$ cat src/rtl/distribuidor.sv
// 1-to-4 stream distributor: one upstream valid/ready source steered into four 1-entry output slots.
// Define ROUND_ROBIN_EN to deal words 0,1,2,3,0,... from an internal pointer instead of in_sel.
module distribuidor_slot #(
  parameter int NBITS = 4
) (
  input  logic             clk,
  input  logic             rst_n,
  input  logic             load,
  input  logic             vld_nxt,
  input  logic [NBITS-1:0] din,
  output logic [NBITS-1:0] data,
  output logic             vld
);
  // Data only moves on load, so a drained slot keeps its last word.
  always_ff @(posedge clk or negedge rst_n) begin
    if (!rst_n) begin
      data <= '0;
      vld  <= 1'b0;
    end else begin
      if (load) data <= din;
      vld <= vld_nxt;
    end
  end
endmodule

module distribuidor #(
  parameter int NBITS = 4
) (
  input  logic             clk,
  input  logic             rst_n,
  input  logic [NBITS-1:0] in_data,
  input  logic             in_valid,
  input  logic [1:0]       in_sel,
  output logic             in_ready,
  output logic [NBITS-1:0] out_data0,
  output logic [NBITS-1:0] out_data1,
  output logic [NBITS-1:0] out_data2,
  output logic [NBITS-1:0] out_data3,
  output logic [3:0]       out_valid,
  input  logic [3:0]       out_ready,
  output logic [2:0]       ocupados
);
  localparam int NUM_LANES = 4;

  logic [1:0]                        d;
  logic                              accept;
  logic [NUM_LANES-1:0]              load;
  logic [NUM_LANES-1:0]              vld;
  logic [NUM_LANES-1:0]              vld_nxt;
  logic [NUM_LANES-1:0][NBITS-1:0]   data;
  logic [2:0]                        cnt_nxt;

`ifdef ROUND_ROBIN_EN
  logic [1:0] ptr;
  wire        unused_sel = ^in_sel;

  always_ff @(posedge clk or negedge rst_n) begin
    if (!rst_n)      ptr <= 2'd0;
    else if (accept) ptr <= ptr + 2'd1;
  end

  assign d = ptr;
`else
  assign d = in_sel;
`endif

  assign in_ready = !vld[d] || out_ready[d];
  assign accept   = in_valid && in_ready;

  genvar k;
  generate
    for (k = 0; k < NUM_LANES; k++) begin : g_lane
      assign load[k]    = accept && (d == k);
      // Drain and refill in the same cycle keeps the slot valid.
      assign vld_nxt[k] = load[k] || (vld[k] && !out_ready[k]);

      distribuidor_slot #(.NBITS(NBITS)) u_slot (
        .clk     (clk),
        .rst_n   (rst_n),
        .load    (load[k]),
        .vld_nxt (vld_nxt[k]),
        .din     (in_data),
        .data    (data[k]),
        .vld     (vld[k])
      );
    end
  endgenerate

  always_comb begin
    cnt_nxt = 3'd0;
    for (int i = 0; i < NUM_LANES; i++) cnt_nxt = cnt_nxt + {2'b00, vld_nxt[i]};
  end

  // Occupancy registered from the same next-state as the slots, so it tracks out_valid exactly.
  always_ff @(posedge clk or negedge rst_n) begin
    if (!rst_n) ocupados <= 3'd0;
    else        ocupados <= cnt_nxt;
  end

  assign out_valid = vld;
  assign out_data0 = data[0];
  assign out_data1 = data[1];
  assign out_data2 = data[2];
  assign out_data3 = data[3];
endmodule

$ cat config.mk
export PLATFORM = sky130hd
export DESIGN_NAME = distribuidor
export DESIGN_NICKNAME = d
export VERILOG_FILES = /design/src/rtl/distribuidor.sv
export SDC_FILE = /design/constraint.sdc
export NUM_CORES = 1
export LEC_CHECK = 0
export ABC_CLOCK_PERIOD_IN_PS = 5600
export CAP_MARGIN = 20
export CORE_UTILIZATION = 38
export CTS_BUF_LIST = sky130_fd_sc_hd__clkbuf_2 sky130_fd_sc_hd__clkbuf_4 sky130_fd_sc_hd__clkbuf_8
export DETAILED_ROUTE_END_ITERATION = 8
export PLACE_DENSITY = 0.7
export SETUP_SLACK_MARGIN = 0.3
export SLEW_MARGIN = 5
export SYNTH_ARGS = -nofsm -noshare
export SYNTH_HDL_FRONTEND = slang
export SYNTH_SLANG_ARGS = --single-unit
$ cat constraint.sdc
create_clock -name clk -period 5.6 [get_ports clk]
set_input_delay 0.84 -clock clk [delete_from_list [all_inputs] [get_ports clk]]
set_output_delay 0.84 -clock clk [all_outputs]
set_load 0.05 [all_outputs]
==> results_dict.tcl <==
set metrics [dict create \
    status "finished, final reports clean" \
    post-place-ws_ns 2.02 \
    portBuffers 36 \
    synth_top_cell_by_area "dfrtp_1" \
    grt_max_degree 24 \
    rows 18 \
    coreArea_um2 2450 \
    synth_top_family_by_area "multiplexers" \
    rsz0062_at_grt "false" \
    p_per_area_nw_per_um2 372 \
    swShare_pct 40.2 \
    synthesis.nets 80 \
    synth.top_cell.area_share_pct 58.4 \
    synth-xor-area-share_pct 0 \
    critPathKind "input pin to output pin" \
    setup_tns_ns 0 \
    dpl.hpwl_um 1480 \
    ys_top_cells_by_area "dfrtp_1 (58%), mux2_2 (14%), mux2_4 (6.1%), buf_4 (3.0%), mux4_1 (2.7%)" \
    grt_pass1_wl_um 3110 \
    crit_path_start_kind "input pin" \
    drt-pass1-iter-count 4 \
    antenna_found_initial 0 \
    worst_slack_ns 2.02 \
    slew_headroom_pct 65.4 \
    rrSetupSlack_ns 3.64 \
    cp.arrival_ns 2.74 \
    synth_compound_area_share_pct 0.508 \
    drv_cap 0 \
    hold_buffers 0 \
    die_x_um 52.9 \
    drive_gt1_share_pct 24.0 \
    wl_per_cell_um 14.9 \
    cts_sinks 23 \
    vias_per_cell 4.65 \
    synth_common_cells "dfrtp_1 (23), mux2_2 (12), nand2_1 (5)" \
    switchingPower_mw 0.207 \
    cts_made_buffers 3 \
    clock_latency_ns 0.30 \
    dp.cells 125 \
    pwr-share-clk_pct 14.2 \
    p_seq_share_pct 41.0 \
    tightest_slew_ns 0.517 \
    grt.overflow.total 0 \
    synthesis.area_per_instance_um2 15.4 \
    p_int_mw 0.309 \
    grt_use_total_pct 16.0 \
    final_cells 130 \
    finalNetCount 117 \
    synth.most_common_cell "dfrtp_1" \
    cts_resized 0 \
    cp-end-kind "output pin" \
    skew_ns 0.00685 \
    num_vias 604 \
    leakagePower_nw 0.610 \
    drcViolationCount 0 \
    synth_warnings 0 \
    synthAdderAreaFrac_pct 4.57 \
    cts.path.max_buffers 2 \
    synth_ff_type "dfrtp_1" \
    synth-simple-area-share_pct 10.5 \
    ant_nets 0 \
    clk_pin_slew_ns 0.12 \
    fillers 234 \
    final_hold_viol_count 0 \
    start_util_pct 40.2 \
    synthArstFlopShare_pct 100 \
    fin_crit_sh_pct 63.9 \
    crit_required_ns 4.76 \
    synth_seq_cells 23 \
    htreeDepth 1 \
    die_h_um 52.9 \
    io_pins 37 \
    die-area_um2 2800 \
    syn_to_final_growth_pct 40.7 \
    synth-edff-count 0 \
    pwr-share-comb_pct 44.8 \
    drv_slew 0 \
    cp_max_fo 7 \
    place_congestion 0.713 \
    ir_drop_mv 0.236 \
    cts-root-buf "clkbuf_4" \
    grt_pass1_vias 690 \
    cts_tree "built" \
    post_cts_buffers 0 \
    drtIter0Drc 3 \
    setup_viol 0 \
    wl_um 1940 \
    worstHoldPathType "flip-flop to flip-flop" \
    fmax_mhz 279 \
    ys_types 17 \
    antenna_cells 0 \
    fin_crit_ns 3.58 \
    netlist_area_um2 986 \
    yosysSeqAreaShare_pct 58.4 \
    syn_inst 64 \
    synth_mux_area_share_pct 22.5 \
]
## registers in the layout, summed over array words and instances (netlist names)
register and count:
g_lane.u_slot.data 16, g_lane.u_slot.vld 4, ocupados 3
## layout by cell type (no fill, tap or decap)
master / synthesis / layout
nand2b_1: 4 / 4
clkbuf_4: 0 / 3
nand3b_1: 1 / 1
nand2_1: 5 / 5
buf_6: 0 / 1
ha_1: 2 / 2
mux2_4: 4 / 4
nand3_1: 1 / 1
clkinv_2: 0 / 1
nor3b_4: 1 / 1
clkdlybuf4s50_1: 0 / 36
dfrtp_1: 23 / 23
nor2b_4: 1 / 1
fa_1: 1 / 1
mux4_1: 1 / 1
nor2b_2: 1 / 1
mux2_2: 12 / 12
o21ai_0: 1 / 1
and3_1: 1 / 1
## worst paths after layout
path | startpoint | end | cells after the start
worst max-delay path | in_sel[0] | in_ready | 3
worst min-delay path | g_lane[2].u_slot.data[1] | g_lane[2].u_slot.data[1] | 1
worst max register to register | g_lane[0].u_slot.vld | ocupados[1] | 6
worst min register to register | g_lane[2].u_slot.data[1] | g_lane[2].u_slot.data[1] | 1
max in group asynchronous | rst_n | g_lane[0].u_slot.data[0] | 2
min in group asynchronous | rst_n | g_lane[2].u_slot.data[2] | 1
## worst max-delay path: stages
cell	delay, ns
clkdlybuf4s50_1	0.61
mux4_1	0.58
clkdlybuf4s50_1	0.71
## cells by family (layout without fill, tap and decap cells)
family | after synthesis | count (layout)
flops | 23 | 23
compound gates | 1 | 1
simple gates | 15 | 15
mux | 17 | 17
fa+ha+maj | 3 | 3
buf+inv | 5 | 41
## routing by layer
layer,up-vias,wire [um],GRT usage [%]
met5,-,0,0
met4,0,19,6.58
met3,2,81,2.59
met2,16,1010,26.8
met1,300,823,20.4
li1,286,-,-
## per-stage QoR
step           utilization (%)  hold WS, ns  total power [mW]  area, um2
5_1_grt                   56.5        0.551             0.541       1390
3_5_place_dp              54.9        0.498             0.447       1350
2_1_floorplan                -        0.509             0.364        986
6_report                  56.5        0.523             0.516       1390
4_1_cts                   56.1        0.531             0.521       1380
3_3_place_gp              54.9        0.490             0.442       1350
## area by class of cell
| cell class | count | area [um2] | area share, % |
|---|---|---|---|
| Tap cell | 30 | 37.5 | 2.71 |
| Multi-Input combinational cell | 36 | 375 | 27.1 |
| Timing Repair Buffer | 37 | 372 | 26.8 |
| Clock buffer | 3 | 22.5 | 1.62 |
| Sequential cell | 23 | 576 | 41.5 |
| Clock inverter | 1 | 5.00 | 0.361 |
## power by group through the flow
stage / Clock (mW) / Sequential, mW / Combinational [mW]
final: 0.0732 / 0.212 / 0.231
after global routing: 0.0835 / 0.216 / 0.241
after CTS: 0.0760 / 0.212 / 0.233
after detailed placement: 0 / 0.215 / 0.232
after global placement: 0 / 0.213 / 0.229
after floorplan: 0 / 0.313 / 0.0507
Note: power is estimated with default switching activity, not from simulation.
